<file path="src/rtl/score_keeper.sv">
`default_nettype none
// ---------------------------------------------------------------------------
// score_keeper : two-digit BCD score / high-score keeper with IDLE/PLAY/OVER FSM
// Revision 1.0
// ---------------------------------------------------------------------------
module score_keeper #(
  parameter int STEP     = 1,
  parameter bit BLANK_LZ = 1'b1
) (
  input  logic       clk,
  input  logic       rst,
  input  logic       new_game,
  input  logic       eat,
  input  logic       game_over,
  output logic [3:0] num_1,
  output logic [3:0] num_2,
  output logic [3:0] num_3,
  output logic [3:0] num_4,
  output logic       playing,
  output logic       new_record
);

  typedef enum logic [1:0] {
    IDLE = 2'd0,
    PLAY = 2'd1,
    OVER = 2'd2
  } state_t;

  state_t     state;
  logic [3:0] score_tens, score_ones;
  logic [3:0] high_tens, high_ones;
  logic       eat_d;

  logic       eat_rise;
  logic [4:0] ones_sum;
  logic       carry;
  logic [3:0] next_tens, next_ones;
  logic       score_gt_high;

  always_comb begin
    eat_rise  = eat & ~eat_d;
    ones_sum  = {1'b0, score_ones} + 5'(STEP);
    carry     = (ones_sum >= 5'd10);
    next_ones = carry ? 4'(ones_sum - 5'd10) : ones_sum[3:0];
    next_tens = score_tens + {3'd0, carry};
    // A carry out of tens 9 would exceed 99: pin to 99 instead of wrapping.
    if (carry && (score_tens == 4'd9)) begin
      next_tens = 4'd9;
      next_ones = 4'd9;
    end
    score_gt_high = (score_tens > high_tens) ||
                    ((score_tens == high_tens) && (score_ones > high_ones));
  end

  always_ff @(posedge clk or posedge rst) begin
    if (rst) begin
      state      <= IDLE;
      score_tens <= 4'd0;
      score_ones <= 4'd0;
      high_tens  <= 4'd0;
      high_ones  <= 4'd0;
      eat_d      <= 1'b0;
      new_record <= 1'b0;
    end else begin
      eat_d <= eat;
      case (state)
        IDLE: begin
          score_tens <= 4'd0;
          score_ones <= 4'd0;
          if (new_game) begin
            state      <= PLAY;
            new_record <= 1'b0;
          end
        end
        PLAY: begin
          if (game_over) begin
            state <= OVER;
            if (score_gt_high) begin
              high_tens  <= score_tens;
              high_ones  <= score_ones;
              new_record <= 1'b1;
            end
          end else if (new_game) begin
            score_tens <= 4'd0;
            score_ones <= 4'd0;
          end else if (eat_rise) begin
            score_tens <= next_tens;
            score_ones <= next_ones;
          end
        end
        OVER: begin
          if (new_game) begin
            state      <= PLAY;
            score_tens <= 4'd0;
            score_ones <= 4'd0;
            new_record <= 1'b0;
          end
        end
        default: state <= IDLE;
      endcase
    end
  end

  assign num_1   = (BLANK_LZ && (score_tens == 4'd0)) ? 4'hF : score_tens;
  assign num_2   = score_ones;
  assign num_3   = (BLANK_LZ && (high_tens == 4'd0)) ? 4'hF : high_tens;
  assign num_4   = high_ones;
  assign playing = (state == PLAY);

endmodule
`default_nettype wire

</file>
<file path="config.mk">
export PLATFORM = sky130hd
export DESIGN_NAME = score_keeper
export DESIGN_NICKNAME = d
export VERILOG_FILES = /design/src/rtl/score_keeper.sv
export SDC_FILE = /design/constraint.sdc
export NUM_CORES = 1
export LEC_CHECK = 0
export BUFFER_PORTS_ARGS = -buffer_cell sky130_fd_sc_hd__buf_4
export CAP_MARGIN = 20
export CORE_AREA = 2 2 54 56
export CTS_BUF_LIST = sky130_fd_sc_hd__clkbuf_8
export DETAILED_ROUTE_END_ITERATION = 7
export DIE_AREA = 0 0 56 58
export GPL_ROUTABILITY_DRIVEN = 0
export PLACE_DENSITY = 0.77
export SYNTH_ARGS = -nofsm -noshare
export SYNTH_HDL_FRONTEND = slang
export SYNTH_SLANG_ARGS = --single-unit
</file>
<file path="constraint.sdc">
create_clock -name clk -period 3.3 [get_ports clk]
set_input_delay 0 -clock clk [delete_from_list [all_inputs] [get_ports clk]]
set_output_delay 0 -clock clk [all_outputs]
set_load 0.005 [all_outputs]
</file>
==> After elaboration in Yosys (flattened, before gate mapping) <==
Index checks and enable logic that the tools add are counted.
{ "word_totals": {"input_bits": 5, "mem_bits_rw": 0, "register_bits": 20, "n_memories": 0, "latch_bits": 0, "wordCells": 59, "romBits": 0, "out_inout_bits": 18} }
{ "op_classes": {"n_mul": 0, "add_sub_neg": 3, "n_shift": 0, "reduce_logical": 13, "div": 0, "n_lt_le_gt_ge": 3, "muxes": 21, "n_eq_ne": 10, "n_bitwise": 2} }
{ "ops": {"columns": ["operator", "count"], "rows": [
  ["$mux W4", 12],
  ["$pmux W4 S3", 2],
  ["$gt A4 B4 Y1", 2],
  ["$logic_not A4 Y1", 2],
  ["$reduce_and A4 Y1", 2],
  ["$ne A2 B2 Y1 const B", 3],
  ["$add A4 B1 Y5 const B", 1],
  ["$ge A5 B4 Y1 const B", 1],
  ["$add A4 B1 Y4", 1],
  ["$eq A4 B4 Y1", 1],
  ["$eq A4 B4 Y1 const B", 1],
  ["$mux W2", 2],
  ["$ne A2 B1 Y1 const B", 2],
  ["$pmux W2 S2", 1],
  ["$sub A4 B4 Y4 const B", 1],
  ["$mux W1", 3],
  ["$ne A3 B2 Y1 const B", 1],
  ["$reduce_and A3 Y1", 1],
  ["$reduce_bool A3 Y1", 1],
  ["$eq A2 B1 Y1 const B", 1],
  ["$eq A2 B2 Y1 const B", 1],
  ["$logic_and A1 B1 Y1", 2],
  ["$logic_not A2 Y1", 1],
  ["$pmux W1 S2", 1],
  ["other kinds (6)", 6]
]} }

==> Logic depth before layout (Yosys ltp) <==
{ "depth": {"word_depth": 8, "ltp_mapped": 11} }

==> Least setup slack after synthesis <==
Ideal clock, no wire load.
{ "synth_timing": {"path_type": "reg2reg", "from": "register score_ones[0], in the netlist num_2[0]", "to": "register score_tens[2]", "t_arrival_ns": 2.466, "t_required_ns": 3.178, "path_stages_with_launch": 11, "setup_ns": 0.122, "setup_slack_ns": 0.713, "cell_sequence": "dfrtp_1 -> ha_1 -> xnor2_1 -> ha_1 -> inv_1 -> a211oi_1 -> nor2_1 -> ha_1 -> ha_1 -> nor2b_1 -> a32o_1"} }
{ "synth_via": {"elab_chain_cells": 8} }
{ "synth_lines": {"columns": ["element", "line", "rtl"], "rows": [
  ["from (decl)", "30", "logic [3:0] score_tens, score_ones;"],
  ["from (signal assigned)", "88", "score_ones <= next_ones;"],
  ["$add A4 B1 Y5 (*)", "42", "ones_sum = {1'b0, score_ones} + 5'(STEP);"],
  ["$ge A5 B4 Y1 (*)", "43", "carry = (ones_sum >= 5'd10);"],
  ["$add A4 B1 Y4 or $logic_and A1 B1 Y1 (tied branches)", "45, 47", null],
  ["$mux W4 (*)", "47", "if (carry && (score_tens == 4'd9)) begin"],
  ["$mux W4 (*)", "86", "end else if (eat_rise) begin"],
  ["$mux W4 (*)", "83", "end else if (new_game) begin"],
  ["$mux W4 (*)", "76", "if (game_over) begin"],
  ["$pmux W4 S3 (*)", "66", "case (state)"],
  ["to (signal assigned)", "87", "score_tens <= next_tens;"],
  ["to (decl)", "30", null]
]} }
Mark *: on every way between the ends. The rest lies on a longest branch, timed or not. The select of a mux whose other input is x is not followed.
A chain may end at the register's enable or synchronous reset.

==> Final worst setup path <==
Ends and elaborated chain as after synthesis.

==> metrics.sh <==
POSTCTSHOLDBUFS=3
CP_CELL_SEQUENCE='ha_1 -> xnor2_1 -> ha_1 -> inv_1 -> a211oi_1 -> buf_4 -> nor2_1 -> ha_1 -> ha_1 -> nor2b_1 -> a32o_1'
PATH_COMMON_CELL='sky130_fd_sc_hd__ha_1'
POSTROUTEANTENNANETS=0
MET1_GLOBAL_ROUTE_USAGE_PCT=28.8
PRECTSSETUPSLACK_NS=0.548
GROUTE.LAYER.MET2.USAGE_PCT=41.2
DPL_CELL_AREA_MM2=0.00168
CELLS_AFTER_SYNTH=160
PEAKVDDDROP_mV=0.318
FINALNETCOUNT=206
MOST_FREQUENT_STANDARD_CELL_IN_THE_LAYOUT_EXCLUDING_FILL_AND_TAP_CELLS='sky130_fd_sc_hd__buf_4'
CTS_TREE='built'
HEIGHT_OF_THE_DIE_UM=58
DIE_W_UM=56
NUMBER_OF_MAX_SLEW_VIOLATIONS_IN_THE_FINAL_REPORT=0
LAYOUT.CELLS.MOST_COMMON_LIST='24 x sky130_fd_sc_hd__buf_4, 20 x sky130_fd_sc_hd__dfrtp_1, 16 x sky130_fd_sc_hd__o211ai_1'
ENDPOINT_KIND_OF_THE_WORST_SETUP_TIMING_PATH='flip-flop'
POWERDENSITY_mW_PER_MM2=286
CLOCK_SINKS=20
DPL.CELL_COUNT=211
GRT_USE_TOTAL_PCT=22.5
FINALWORSTPATHREQUIREDPERIOD_NS=2.76
SETUP_REPAIR_AFTER_GLOBAL_ROUTING_MISSED_ITS_MARGIN='no'
CTS_REPAIR_RESIZE_COUNT=0
CRITPATHMAXSTAGEDELAY_NS=0.48
WL_PER_CELL_UM=15.9
FIRST_GLOBAL_VIAS=1341
TIMING.CRITICAL_PATH.ARRIVAL_NS=2.90
SYNTH-SEQ-CELLS=20
ANTENNA_VIOLATIONS_BEFORE_REPAIR=0
COUNT_OF_INSERTED_ANTENNA_DIODE_CELLS=0
DRIVE_ABOVE_1_SHARE_PCT=18.8
GRT_START_MAX_NET_PINS=21
DRT_FIRST_PASS_ITERS=4
OUTCOME='finished, final reports clean'
FMAX_MHz=363
HTREEDEPTH=1
TIMING_WORST_SLEW_PIN_VALUE_NS=1.07
WORST_SLACK_NS=0.545
STD_CELL_ROWS=19
PORT_BUFFERS=22
POST-ROUTE-PERIOD-UTIL_PCT=83.5
GRT-OVFL-TOTAL=0
TIMING.MAX_SLEW.REL_SLACK_PCT=28.5
INITIAL_UTIL_PCT=55.5
GRT_FIRST_PASS_WIRELENGTH_UM=6000
NUMBER_OF_SETUP_BUFFERS_ADDED_AFTER_CTS=0
CRITPATHLAUNCHTYPE='flip-flop'
DETAIL_ROUTE.WIRELENGTH_UM=3450
FP.COREAREA_MM2=0.00266
CLK_LATENCY_NS=0.25
PIN_COUNT=23
GRT_BUSIEST_LAYER='met2'
DRT-INITIAL-DRC-COUNT=76
FINAL-INSTANCE-COUNT-EXCL-FILL=217
CLK_PIN_SLEW_NS=0.07
TIMING.CRITICAL_PATH.SLOWEST_STAGE_CELL='sky130_fd_sc_hd__dfrtp_1'
MAPPEDNETLISTNETS=178
TIMING.CRITICAL_PATH.MAX_DELAY_FAMILY='adder cells'
YOSYSUNIQUECELLTYPES=44
DIE_AREA_MM2=0.00325
DP_HPWL_UM=2540
VIAS=1360
DRC_VIOLATIONS_LEFT=0
FINAL_TOTAL_NEGATIVE_SETUP_SLACK_NS=0
ASYNCSETRESETFLOPFRACSYNTH_PCT=100
POSTLAYOUTCELLAREA_MM2=0.00175
SYNTH_FLOP_CELL='sky130_fd_sc_hd__dfrtp_1'
CRITICAL_PATH.MAX_FANOUT=9
POST_SYNTH_INSTANCE_AREA_MM2=0.00148
CTS.ROOT.BUFFER_CELL='sky130_fd_sc_hd__clkbuf_8'
POWER.LEAKAGE_uW=0.000829
DEEPEST_CLOCK_PATH_BUFFER_COUNT=2
HOLD_VIOL_FINAL=0
NUMBER_OF_MAX_CAP_VIOLATIONS=0
DRT-VIAS-PER-INSTANCE=6.27
WORSTSETUPPATHTYPE='flip-flop to flip-flop'
CRIT_REQUIRED_NS=3.45
SYN-MEAN-INSTANCE-AREA_UM2=9.24
YS_SEQ_AREA_SHARE_PCT=33.9
MET3_TRACK_DEMAND_OVER_RESOURCE_IN_GLOBAL_ROUTING_PCT=4.69
FINAL_CORE_UTILIZATION_PCT=65.8
WORST-PATH-BUF-INV=2
AREA.GROWTH.SYNTH_TO_FINAL_PCT=18.5
NUMBER_OF_SYNTHESIZED_FLOPS_WITH_AN_ENABLE_PIN=0
HOLD_CLASS='input port to flip-flop'
FINAL-SETUP-VIOL-COUNT=0
SYNTH.YOSYS.WARNINGS=0
CTS-BUFFERS-INSERTED=3
TIMING.CLOCK.SKEW_NS=0.00159
==> flip-flops by register name, summed over array words and instances (netlist names) <==
register / count
eat_d: 1
num_2: 4
num_4: 4
score_tens: 4
new_record: 1
state: 2
high_tens: 4
==> final cells by class <==
class	count	area, um2
multi-input cells	124	916
fillers	225	911
flip-flops and latches	20	500
repair buffers	27	210
inverters	12	45.0
clock buffers	3	41.3
well taps	31	38.8
==> cells in the mapped netlist, types with 2 or more instances <==
master	instances	area share, %
sky130_fd_sc_hd__a211o_1	2	1.2
sky130_fd_sc_hd__nand3_1	10	3.4
sky130_fd_sc_hd__nor2b_1	5	2.1
sky130_fd_sc_hd__a221o_1	4	2.7
sky130_fd_sc_hd__o21ai_0	15	5.1
sky130_fd_sc_hd__or2_2	3	1.3
sky130_fd_sc_hd__a21oi_1	2	0.68
sky130_fd_sc_hd__nand2_1	4	1.0
sky130_fd_sc_hd__o21bai_1	5	2.5
sky130_fd_sc_hd__o21a_1	2	1.0
sky130_fd_sc_hd__nor2_1	6	1.5
sky130_fd_sc_hd__mux2i_1	2	1.4
sky130_fd_sc_hd__a32o_1	3	2.0
sky130_fd_sc_hd__ha_1	13	11
sky130_fd_sc_hd__clkbuf_1	3	0.76
sky130_fd_sc_hd__and2_1	3	1.3
sky130_fd_sc_hd__inv_1	12	3.0
sky130_fd_sc_hd__dfrtp_1	20	34
sky130_fd_sc_hd__and3_1	2	0.85
sky130_fd_sc_hd__nand2b_1	4	1.7
sky130_fd_sc_hd__o211ai_1	16	8.1
sky130_fd_sc_hd__a21o_1	2	1.0
==> path summary, 6_finish.rpt <==
path	to	startpoint	slack (ns)	cells past startpoint
max in group asynchronous	high_tens[3]$_DFFE_PP0P_	rst	2.37	3
min in group asynchronous	num_2[0]$_DFFE_PP0P_	rst	0.45	3
min	state[0]$_DFFE_PP0P_	new_game	0.03	3
min reg2reg	new_record$_DFFE_PP0P_	new_record$_DFFE_PP0P_	0.50	2
max	score_tens[2]$_DFFE_PP0P_	num_2[0]$_DFFE_PP0P_	0.54	11
max reg2reg	score_tens[2]$_DFFE_PP0P_	num_2[0]$_DFFE_PP0P_	0.54	11
==> report_power, final <==
part / total [uW] / internal (uW) / switching (uW)
registers: 261 / 251 / 10.1
logic: 80.2 / 34.6 / 45.6
clock network: 159 / 81.3 / 78.2
total: 501 / 367 / 134
==> worst min-delay path: stages <==
cell                       delay [ns]
sky130_fd_sc_hd__buf_4           0.10
sky130_fd_sc_hd__nand2b_1        0.08
sky130_fd_sc_hd__o21ai_0         0.08
==> layer usage <==
layer	wire length, um	vias up
li1	-	671
met1	1510	673
met2	1860	16
met3	79	0
met4	0	0
met5	0	-
==> through the flow <==
step           hold slack, ns  power [uW]
2_1_floorplan         -0.0362         315
4_1_cts                0.0310         503
6_report               0.0324         501
5_1_grt                0.0438         525
3_5_place_dp            0.126         343
3_3_place_gp            0.123         339
==> kinds of logic after synthesis <==
family / after synthesis / synth area share, %
adders and majority gates: 13 / 11.0
xor gates and xnor gates: 1 / 0.593
muxes: 3 / 2.12
DFF: 20 / 33.9
AOI/OAI and AO/OA: 60 / 30.0
buffers and inverters: 16 / 4.15
and+or+nand+nor: 47 / 18.3
No activity file was read; power rests on OpenSTA's default activity.
